**src/rtl/tick_to_level.sv**
```systemverilog
// -----------------------------------------------------------------------------
// tick_to_level
//
// Purpose:
//    Stretches a single-cycle request tick into a level pulse whose length is
//    given by 'len' at the moment the tick is accepted. A Moore FSM walks
//    IDLE -> HIGH -> GAP -> IDLE. A down-counter times the HIGH phase, and a
//    second counter enforces a minimum low gap before the next pulse.
//    In retrigger mode a tick that arrives while the pulse is high reloads the
//    counter, so the pulse is extended rather than restarted.
//    Ticks that cannot be honoured are reported on dropped_tick.
//
// Parameters:
//    CNT_W    width of 'len' and of the pulse down-counter
//    MIN_LOW  forced low cycles after each pulse (0..255, 0 = no GAP state)
//
// Ports:
//    clk           rising-edge clock
//    reset         synchronous, active-high; overrides every other input
//    tick_in       request tick, sampled on the rising edge of clk
//    len           pulse length in cycles, sampled only when a tick is accepted
//    retrigger_en  1: a tick during HIGH reloads the counter, 0: it is dropped
//    level_out     stretched pulse (registered, high while in HIGH)
//    busy          high whenever the FSM is not IDLE (registered)
//    done_tick     one-cycle pulse after the edge on which the pulse falls
//    dropped_tick  one-cycle pulse after any edge on which a tick was ignored
// -----------------------------------------------------------------------------
module tick_to_level #(
   parameter int CNT_W   = 8,
   parameter int MIN_LOW = 2
) (
   input  logic             clk,
   input  logic             reset,
   input  logic             tick_in,
   input  logic [CNT_W-1:0] len,
   input  logic             retrigger_en,
   output logic             level_out,
   output logic             busy,
   output logic             done_tick,
   output logic             dropped_tick
);

   typedef enum logic [1:0] {
      IDLE = 2'd0,
      HIGH = 2'd1,
      GAP  = 2'd2
   } state_t;

   localparam logic [7:0] GAP_LOAD = 8'(MIN_LOW);
   localparam bit         HAS_GAP  = (MIN_LOW > 0);

   state_t           state_reg;
   logic [CNT_W-1:0] cnt;
   logic [7:0]       gap_cnt;

   logic len_ok;
   logic reload;
   logic last_high;
   logic last_gap;

   // Decode the per-edge conditions once, so the FSM below reads in terms of
   // intent. A zero-length request can never start or extend a pulse. The
   // HIGH phase ends on the edge where the counter holds 1, and the GAP phase
   // ends on the edge where the gap counter holds 1.
   always_comb begin
      len_ok    = (len != '0);
      reload    = tick_in && retrigger_en && len_ok;
      last_high = (cnt == CNT_W'(1));
      last_gap  = (gap_cnt == 8'd1);
   end

   // Single registered FSM. Every output is a flop updated together with the
   // state, so level_out and busy always match state_reg exactly, and the two
   // event pulses appear in the cycle after the edge that caused them.
   // In HIGH, a reload is checked before expiry. This means a tick on the
   // expiry edge extends the pulse instead of letting it fall.
   // Done and dropped are evaluated independently, so both may fire together.
   always_ff @(posedge clk) begin
      if (reset) begin
         state_reg    <= IDLE;
         cnt          <= '0;
         gap_cnt      <= '0;
         level_out    <= 1'b0;
         busy         <= 1'b0;
         done_tick    <= 1'b0;
         dropped_tick <= 1'b0;
      end else begin
         done_tick    <= 1'b0;
         dropped_tick <= 1'b0;
         case (state_reg)
            IDLE: begin
               if (tick_in) begin
                  if (len_ok) begin
                     cnt       <= len;
                     state_reg <= HIGH;
                     level_out <= 1'b1;
                     busy      <= 1'b1;
                  end else begin
                     dropped_tick <= 1'b1;
                  end
               end
            end

            HIGH: begin
               if (tick_in && !reload) begin
                  dropped_tick <= 1'b1;
               end
               if (reload) begin
                  cnt <= len;
               end else if (last_high) begin
                  cnt       <= '0;
                  done_tick <= 1'b1;
                  level_out <= 1'b0;
                  if (HAS_GAP) begin
                     state_reg <= GAP;
                     gap_cnt   <= GAP_LOAD;
                  end else begin
                     state_reg <= IDLE;
                     busy      <= 1'b0;
                  end
               end else begin
                  cnt <= cnt - CNT_W'(1);
               end
            end

            GAP: begin
               if (tick_in) begin
                  dropped_tick <= 1'b1;
               end
               if (last_gap) begin
                  state_reg <= IDLE;
                  gap_cnt   <= '0;
                  busy      <= 1'b0;
               end else begin
                  gap_cnt <= gap_cnt - 8'd1;
               end
            end

            default: begin
               state_reg <= IDLE;
               cnt       <= '0;
               gap_cnt   <= '0;
               level_out <= 1'b0;
               busy      <= 1'b0;
            end
         endcase
      end
   end

endmodule

```
**config.mk**
```make
export PLATFORM = sky130hd
export DESIGN_NAME = tick_to_level
export DESIGN_NICKNAME = d
export VERILOG_FILES = /design/src/rtl/tick_to_level.sv
export SDC_FILE = /design/constraint.sdc
export NUM_CORES = 1
export LEC_CHECK = 0
export ABC_AREA = 1
export CORE_MARGIN = 1.5
export CORE_UTILIZATION = 35
export CTS_CLUSTER_DIAMETER = 100
export DETAILED_ROUTE_END_ITERATION = 10
export PLACE_DENSITY = 0.57
export SLEW_MARGIN = 20
export SYNTH_ARGS = -nofsm -noshare
export SYNTH_HDL_FRONTEND = slang
export SYNTH_SLANG_ARGS = --single-unit
```
**constraint.sdc**
```tcl
create_clock -name clk -period 3.7 [get_ports clk]
set_input_delay 0.74 -clock clk [delete_from_list [all_inputs] [get_ports clk]]
set_output_delay 0.74 -clock clk [all_outputs]
set_load 0.02 [all_outputs]
```
==> results.txt, run 1 <==
----------------------------------------------------
[Status]
  Status ... finished clean

[Timing]
  Maximum clock frequency ... 480 MHz
  RSZ-0062 raised after global routing ... no
  Post-route setup TNS ... 0 ns
  Final Slew Violations ... 0
  Setup violators final ... 0
  Post-layout min period ... 2.08 ns
  Skew final ... 0.00525 ns
  Worst hold margin ... 0.469 ns
  Final-report hold violation count ... 0
  Share of the cycle needed by the critical path after routing ... 0.563
  Slew @ Worst Pin ... 0.546 ns
  Headroom to the max-slew limit ... 0.635

[Floorplan]
  Number of rows created at floorplan ... 23
  Effective utilization at floorplan ... 0.371
  Top-level port count ... 16
  Horiz. Die Dim ... 68.6 µm
  Die footprint ... 4700 µm²
  Die outline height ... 68.6 µm
  Floorplan core area ... 4060 µm²

[Global route]
  Via count of the first global-routing pass ... 1,336
  Overall track demand over capacity in global routing ... 0.168
  Pin count of the biggest net entering global routing ... 14
  Number of antenna violations at the first check in global routing ... 0
  First-pass GRT wire length ... 5930 µm
  Final global-route overflow total ... 0

[Clock network]
  Buffer depth of the longest clock path ... 2
  Register clock-pin slew on the reported worst setup and hold paths ... 0.09 ns
  Master cell of the clock root buffer ... sky130_fd_sc_hd__clkbuf_8
  Skew-Pair Late Insertion Delay ... 0.27 ns
  H-tree depth ... 1
  Number of gates resized after cts ... 0
  Setup fix buffers added after clock tree synthesis ... 0
  Clock Sinks ... 22
  Number of buffers inserted for hold repair after clock tree synthesis ... 0
  Number of buffers created by CTS ... 3
  TritonCTS clock tree ... built

[Worst hold path]
  Class of the tightest hold or removal check ... flop to flop
  Source of the worst hold timing path ... busy
  Depth of the worst hold-timing path ... 2
  Hold path endpoint ... busy

[Critical path]
  Crit. End Element ... flop
  Critical Path Max Stage Delay ... 0.44 ns
  Reg-to-reg slack, setup ... 1.93 ns
  CP top delay family ... simple AND/OR/NAND/NOR gates
  Stages on worst setup path ... 11
  Worst r2r dst ... cnt[1]
  Required arrival time at the worst endpoint ... 3.88 ns
  Critical path buffer and inverter count ... 3
  Crit path cell chain ... clkdlybuf4s50_1 > nor2_1 > nand2_1 > nor2_2 > nand2_1 > nand2_2 > inv_2 > nor2_1 > nor2_1 > nand2_1 > inv_1
  Maximum fanout along the worst path ... 13
  Category of the most critical setup path ... input pin to flop
  R2R cell count ... 10
  Startpoint type of the worst setup path ... input pin
  Worst reg2reg path startpoint ... state_reg[0]
  Critical-path cell with the highest stage delay ... sky130_fd_sc_hd__clkdlybuf4s50_1
  Arrival @ worst endpoint ... 2.26 ns

[Drt]
  Routed length on met3 ... 141 µm
  Antenna violation net count after detailed routing ... 0
  Total length of routed wires ... 3590 µm
  Highest metal layer used by the detailed router ... met4
  Routed length per instance ... 12.3 µm
  Violation count after the first detailed-route iteration ... 122
  1st-pass router iterations ... 4
  Amount of wire on met2 after detailed routing ... 1680 µm
  Average vias per placed instance ... 4.79
  DR vias ... 1,400
  DRT met1 WL ... 1750 µm
  Drt drc ... 0

[Power and ir drop]
  Sw Ratio ... 0.498
  Leak ... 0.000777 µW
  Power per cell area ... 892 nW/µm²
  Power share of the sequential group ... 0.259
  Combinational cell fraction of total power ... 0.626
  Internal power ... 788 µW
  Clock network power share ... 0.115
  Worst vdd ir ... 327 µV
  Power spent charging and discharging nets ... 780 µW

[Yosys]
  Avg Cell Area, Syn ... 6.69 µm²
  Sequential element share of the synthesized area ... 0.293
  Net count of the mapped netlist ... 245
  Number of standard cells after synthesis ... 225
  Synth warn ... 0
  Synthesis-stage register bit count ... 22
  Distinct cells, synth ... 32
  Netlist area before placement ... 1510 µm²

[Cells and area]
  Share of final-layout standard cells stronger than drive strength 1 ... 0.112
  Number of fill cells ... 418
  Number of nets in the layout ... 263
  Most frequent cells in the layout ... 49 x sky130_fd_sc_hd__nand2_1, 33 x sky130_fd_sc_hd__nor2_1, 26 x sky130_fd_sc_hd__inv_1
  Area growth, synth to finish ... 16.8%
  Post-layout instance area ... 1760 µm²
  ANT cells ... 0
  Leading cell type in the layout, fill and taps excluded ... sky130_fd_sc_hd__nand2_1

[Job]
  # Max-Cap Violations ... 0

[Placed design]
  Gpl congestion ... 0.851
  Post-placement cell area ... 1700 µm²
  Detail Placement HPWL ... 2700 µm
  Number of buffers inserted by port buffering ... 15

----------------------------------------------------
==> power groups by stage <==
stage	sequential (µW)	combinational (µW)	clock (µW)
floorplan	410	777	0
global placement	414	988	0
detailed placement	409	977	0
CTS	405	983	186
global route	420	1110	191
finish	406	982	180
==> area by class of cell <==
cell class                      count  area, µm²  area share
Timing Repair Buffer               15        150      0.0854
Inverter                           30        118      0.0669
Clock buffer                        4       55.1      0.0313
Tap cell                           50       62.6      0.0356
Multi-Input combinational cell    171        932       0.530
Sequential cell                    22        440       0.251
==> per-layer routing <==
layer	vias to the layer above	global-route usage
met4	0	0.0300
met1	618	0.216
met3	2	0.0390
li1	760	-
met5	-	0
met2	20	0.287
==> cells by family after synthesis <==
group	share of synthesized area
adder cells (fa/ha/maj)	0.0665
XOR/XNOR	0.0291
AND/OR/NAND/NOR	0.392
buffers and inverters	0.0881
flip-flops	0.293
AO/OA/AOI/OAI	0.132
==> tightest hold or removal path: stages (launching register included) <==
cell and delay, ns:
sky130_fd_sc_hd__dfxtp_1 0.32, sky130_fd_sc_hd__nand2_1 0.06, sky130_fd_sc_hd__a21oi_1 0.05
==> synth_stat cells (all sizes together) <==
cell / count / area share
a21o: 1 / 0.0050
a21oi: 17 / 0.064
a31oi: 2 / 0.0083
buf: 1 / 0.0075
clkbuf: 1 / 0.0025
dfxtp: 22 / 0.29
ha: 8 / 0.067
inv: 30 / 0.078
nand2: 54 / 0.15
nand3: 18 / 0.071
nand3b: 2 / 0.010
nand4: 6 / 0.029
nor2: 39 / 0.12
nor3: 4 / 0.013
nor4: 1 / 0.0042
o21ai: 12 / 0.042
o21bai: 2 / 0.012
xnor2: 1 / 0.0058
xor2: 4 / 0.023
==> per-stage QoR <==
step / util / instances / total power [µW] / worst slack [ns]
2_1_floorplan: - / 225 / 1190 / 2.01
3_3_place_gp: 0.420 / 288 / 1400 / 1.34
3_5_place_dp: 0.420 / 288 / 1390 / 1.35
4_1_cts: 0.433 / 292 / 1570 / 1.64
5_1_grt: 0.433 / 292 / 1720 / 1.45
6_report: 0.433 / 292 / 1570 / 1.62
==> how the worst max path moves through the flow <==
stage,from,endpoint,slack (ns)
after floorplan,len[7],cnt[4],2.01
after global placement,len[4],cnt[4],1.34
after detailed placement,len[4],cnt[3],1.35
after CTS,len[4],cnt[3],1.64
after global routing,len[4],cnt[3],1.45
final,len[4],cnt[3],1.62
No activity file was read; power rests on OpenSTA's default activity.
==> run 2, diff against run 1 <==
--- a/config.mk
+++ b/config.mk
@@ -10,7 +10,7 @@
 export CORE_UTILIZATION = 35
 export CTS_CLUSTER_DIAMETER = 100
 export DETAILED_ROUTE_END_ITERATION = 10
-export PLACE_DENSITY = 0.57
+export PLACE_DENSITY = 0.59
 export SLEW_MARGIN = 20
 export SYNTH_ARGS = -nofsm -noshare
 export SYNTH_HDL_FRONTEND = slang
==> constraint.sdc (replaced) <==
create_clock -name clk -period 1.7 [get_ports clk]
set_input_delay 0.34 -clock clk [delete_from_list [all_inputs] [get_ports clk]]
set_output_delay 0.34 -clock clk [all_outputs]
set_load 0.02 [all_outputs]
==> results.txt, run 2 (synthesis results as in run 1) <==
----------------------------------------------------
[Placed design]
  Minimum setup slack after placement ... -0.115 ns (-1.47 ns)
  Placed cell count ... 303 (+5.2%)
  Post-placement cell area ... 1820 µm² (+6.6%)
  Gpl congestion ... 0.921 (+8.1%)
  Detail Placement HPWL ... 2760 µm (+2.0%)
  Number of buffers inserted by port buffering ... 15 (unchanged)

[Cells and area]
  Leading cell type in the layout, fill and taps excluded ... sky130_fd_sc_hd__nand2_1
  Area occupied by registers ... 440 µm² (unchanged)
  Total area of multi-input combinational cells ... 935 µm² (+0.27%)
  Share of final-layout standard cells stronger than drive strength 1 ... 0.167 (+0.0557)
  ANT cells ... 0 (unchanged)
  Post-layout instance area ... 1880 µm² (+6.7%)
  Area growth, synth to finish ... 24.6%
  Number of fill cells ... 435 (+4.1%)
  Final instance count without filler cells ... 307 (+5.1%)
  Number of nets in the layout ... 278 (+5.7%)
  Most frequent cells in the layout ... 49 x sky130_fd_sc_hd__nand2_1, 32 x sky130_fd_sc_hd__nor2_1, 26 x sky130_fd_sc_hd__inv_1

[Timing]
  Final worst setup slack ... 0.135 ns (-1.48 ns)
  Worst hold margin ... 0.469 ns (+0.000555 ns)
  Setup violators final ... 0 (unchanged)
  Maximum clock frequency ... 639 MHz
  Post-layout min period ... 1.56 ns
  Share of the cycle needed by the critical path after routing ... 0.920
  Final-report hold violation count ... 0 (unchanged)
  Headroom to the max-slew limit ... 0.781 (+0.146)
  RSZ-0062 raised after global routing ... no
  Skew final ... 0.00433 ns (-0.000923 ns)
  Final Slew Violations ... 0 (unchanged)
  Slew @ Worst Pin ... 0.329 ns (-0.217 ns)
  Post-route setup TNS ... 0 ns (unchanged)

[Clock network]
  Number of buffers inserted for hold repair after clock tree synthesis ... 0 (unchanged)
  Buffer depth of the longest clock path ... 2 (unchanged)
  Number of buffers created by CTS ... 3 (unchanged)
  Register clock-pin slew on the reported worst setup and hold paths ... 0.08 ns (about the same)
  Clock Sinks ... 22 (unchanged)
  Skew-Pair Late Insertion Delay ... 0.27 ns (about the same)
  TritonCTS clock tree ... built
  H-tree depth ... 1 (unchanged)
  Master cell of the clock root buffer ... sky130_fd_sc_hd__clkbuf_8

[Drt]
  Drt drc ... 0 (unchanged)
  Antenna violation net count after detailed routing ... 0 (unchanged)
  Routed length per instance ... 11.6 µm (-5.5%)
  DR vias ... 1,482 (+5.9%)
  Violation count after the first detailed-route iteration ... 60 (-51%)
  Average vias per placed instance ... 4.83 (+0.68%)
  Total length of routed wires ... 3560 µm (-0.64%)
  1st-pass router iterations ... 4 (unchanged)

[Critical path]
  Crit path cell chain ... clkdlybuf4s50_1
  Required arrival time at the worst endpoint ... 1.36 ns (-2.52 ns)
  Crit. End Element ... output pin
  Critical Path Max Stage Delay ... 0.61 ns (+0.17 ns)
  Arrival @ worst endpoint ... 1.22 ns (-1.04 ns)
  Category of the most critical setup path ... flop to output pin
  Critical path buffer and inverter count ... 1 (-2)
  Critical-path cell with the highest stage delay ... sky130_fd_sc_hd__clkdlybuf4s50_1
  Maximum fanout along the worst path ... 2 (-11)
  CP top delay family ... buffers and inverters
  Startpoint type of the worst setup path ... flop

[Status]
  Status ... finished clean

[Global route]
  First-pass GRT wire length ... 6010 µm (+1.4%)
  Pin count of the biggest net entering global routing ... 14 (unchanged)
  Via count of the first global-routing pass ... 1,394 (+4.3%)
  Final global-route overflow total ... 0 (unchanged)
  Overall track demand over capacity in global routing ... 0.172 (+0.00420)
  Number of antenna violations at the first check in global routing ... 0 (unchanged)

[Power and ir drop]
  Internal power ... 1800 µW (+130%)
  Power share of the sequential group ... 0.253 (-0.006)
  Worst vdd ir ... 902 µV (+180%)
  Clock network power share ... 0.111 (-0.004)
  Power spent charging and discharging nets ... 1710 µW (+120%)
  Sw Ratio ... 0.487 (-0.0108)
  Leak ... 0.000847 µW (+9.1%)
  Power per cell area ... 1870 nW/µm² (+110%)
  Combinational cell fraction of total power ... 0.636 (+0.010)

[Floorplan]
  Horiz. Die Dim ... 68.6 µm (unchanged)
  Die footprint ... 4700 µm² (unchanged)
  Number of rows created at floorplan ... 23 (unchanged)
  Floorplan core area ... 4060 µm² (unchanged)
  Top-level port count ... 16 (unchanged)
  Die outline height ... 68.6 µm (unchanged)
  Effective utilization at floorplan ... 0.371 (unchanged)

[Job]
  # Max-Cap Violations ... 0 (unchanged)

[Worst hold path]
  Class of the tightest hold or removal check ... flop to flop

----------------------------------------------------
## run 2: changes by cell type in the layout (fill, tap and decap cells not counted)
cell	previous run	this run
sky130_fd_sc_hd__inv_4	0	1
sky130_fd_sc_hd__nor2_2	3	4
sky130_fd_sc_hd__inv_2	3	2
sky130_fd_sc_hd__nor2_1	33	32
sky130_fd_sc_hd__buf_4	0	15
## run 2: cell type report
| class | instances | area share |
|---|---|---|
| sequential | 22 | 0.235 |
| tap | 50 | 0.0334 |
| clock buffer | 4 | 0.0294 |
| timing repair buffer | 30 | 0.140 |
| multi-input combinational | 171 | 0.498 |
| inverter | 30 | 0.0640 |
## run 2: path summary, 6_finish.rpt
| path | startpoint | to | slack [ns] | cells after the start |
|---|---|---|---|---|
| hold reg to reg | busy | busy | 0.47 | 2 |
| hold / removal | busy | busy | 0.47 | 2 |
| setup / recovery | level_out | level_out | 0.14 | 1 |
| setup reg to reg | cnt[0] | gap_cnt[5] | 0.14 | 8 |
## run 2: power by group through the flow
stage | Sequential (µW) | Clock (µW) | Combinational, µW
CTS | 887 | 405 | 2230
detailed placement | 898 | 0 | 2220
finish | 888 | 391 | 2230
global route | 912 | 416 | 2540
global placement | 894 | 0 | 2230
floorplan | 893 | 0 | 1690
## run 2: worst min-delay path, delay by kind of cell (launching register included)
family          cells  cell delay (ns)
simple gates        1             0.06
flops               1             0.31
compound gates      1             0.05
## run 2: stage by stage
step / power [µW] / util
after CTS: 3520 / 0.461
after floorplan: 2580 / -
after detailed placement: 3120 / 0.447
after global placement: 3130 / 0.447
final: 3510 / 0.462
after global routing: 3860 / 0.462
## run 2: what timing repair did
action	in CTS	in global routing
buffers inserted	0	0
resized for setup	0	2
endpoints found under the setup margin	0	4
## run 2: metal layers
| metal | part of all wire | routed length (µm) | GRT usage |
|---|---|---|---|
| met5 | 0 | 0 | 0 |
| met4 | 0.015 | 54 | 0.0800 |
| met3 | 0.031 | 109 | 0.0373 |
| met1 | 0.46 | 1630 | 0.195 |
| met2 | 0.50 | 1770 | 0.304 |
==> run 3, diff against run 2 <==
--- a/config.mk
+++ b/config.mk
@@ -10,6 +10,7 @@
 export CORE_UTILIZATION = 35
 export CTS_CLUSTER_DIAMETER = 100
 export DETAILED_ROUTE_END_ITERATION = 10
+export GPL_TIMING_DRIVEN = 1
 export PLACE_DENSITY = 0.59
 export SLEW_MARGIN = 20
 export SYNTH_ARGS = -nofsm -noshare
==> results of run 3 <==
No change in the layout: final DEF, timing and power equal those of run 2.
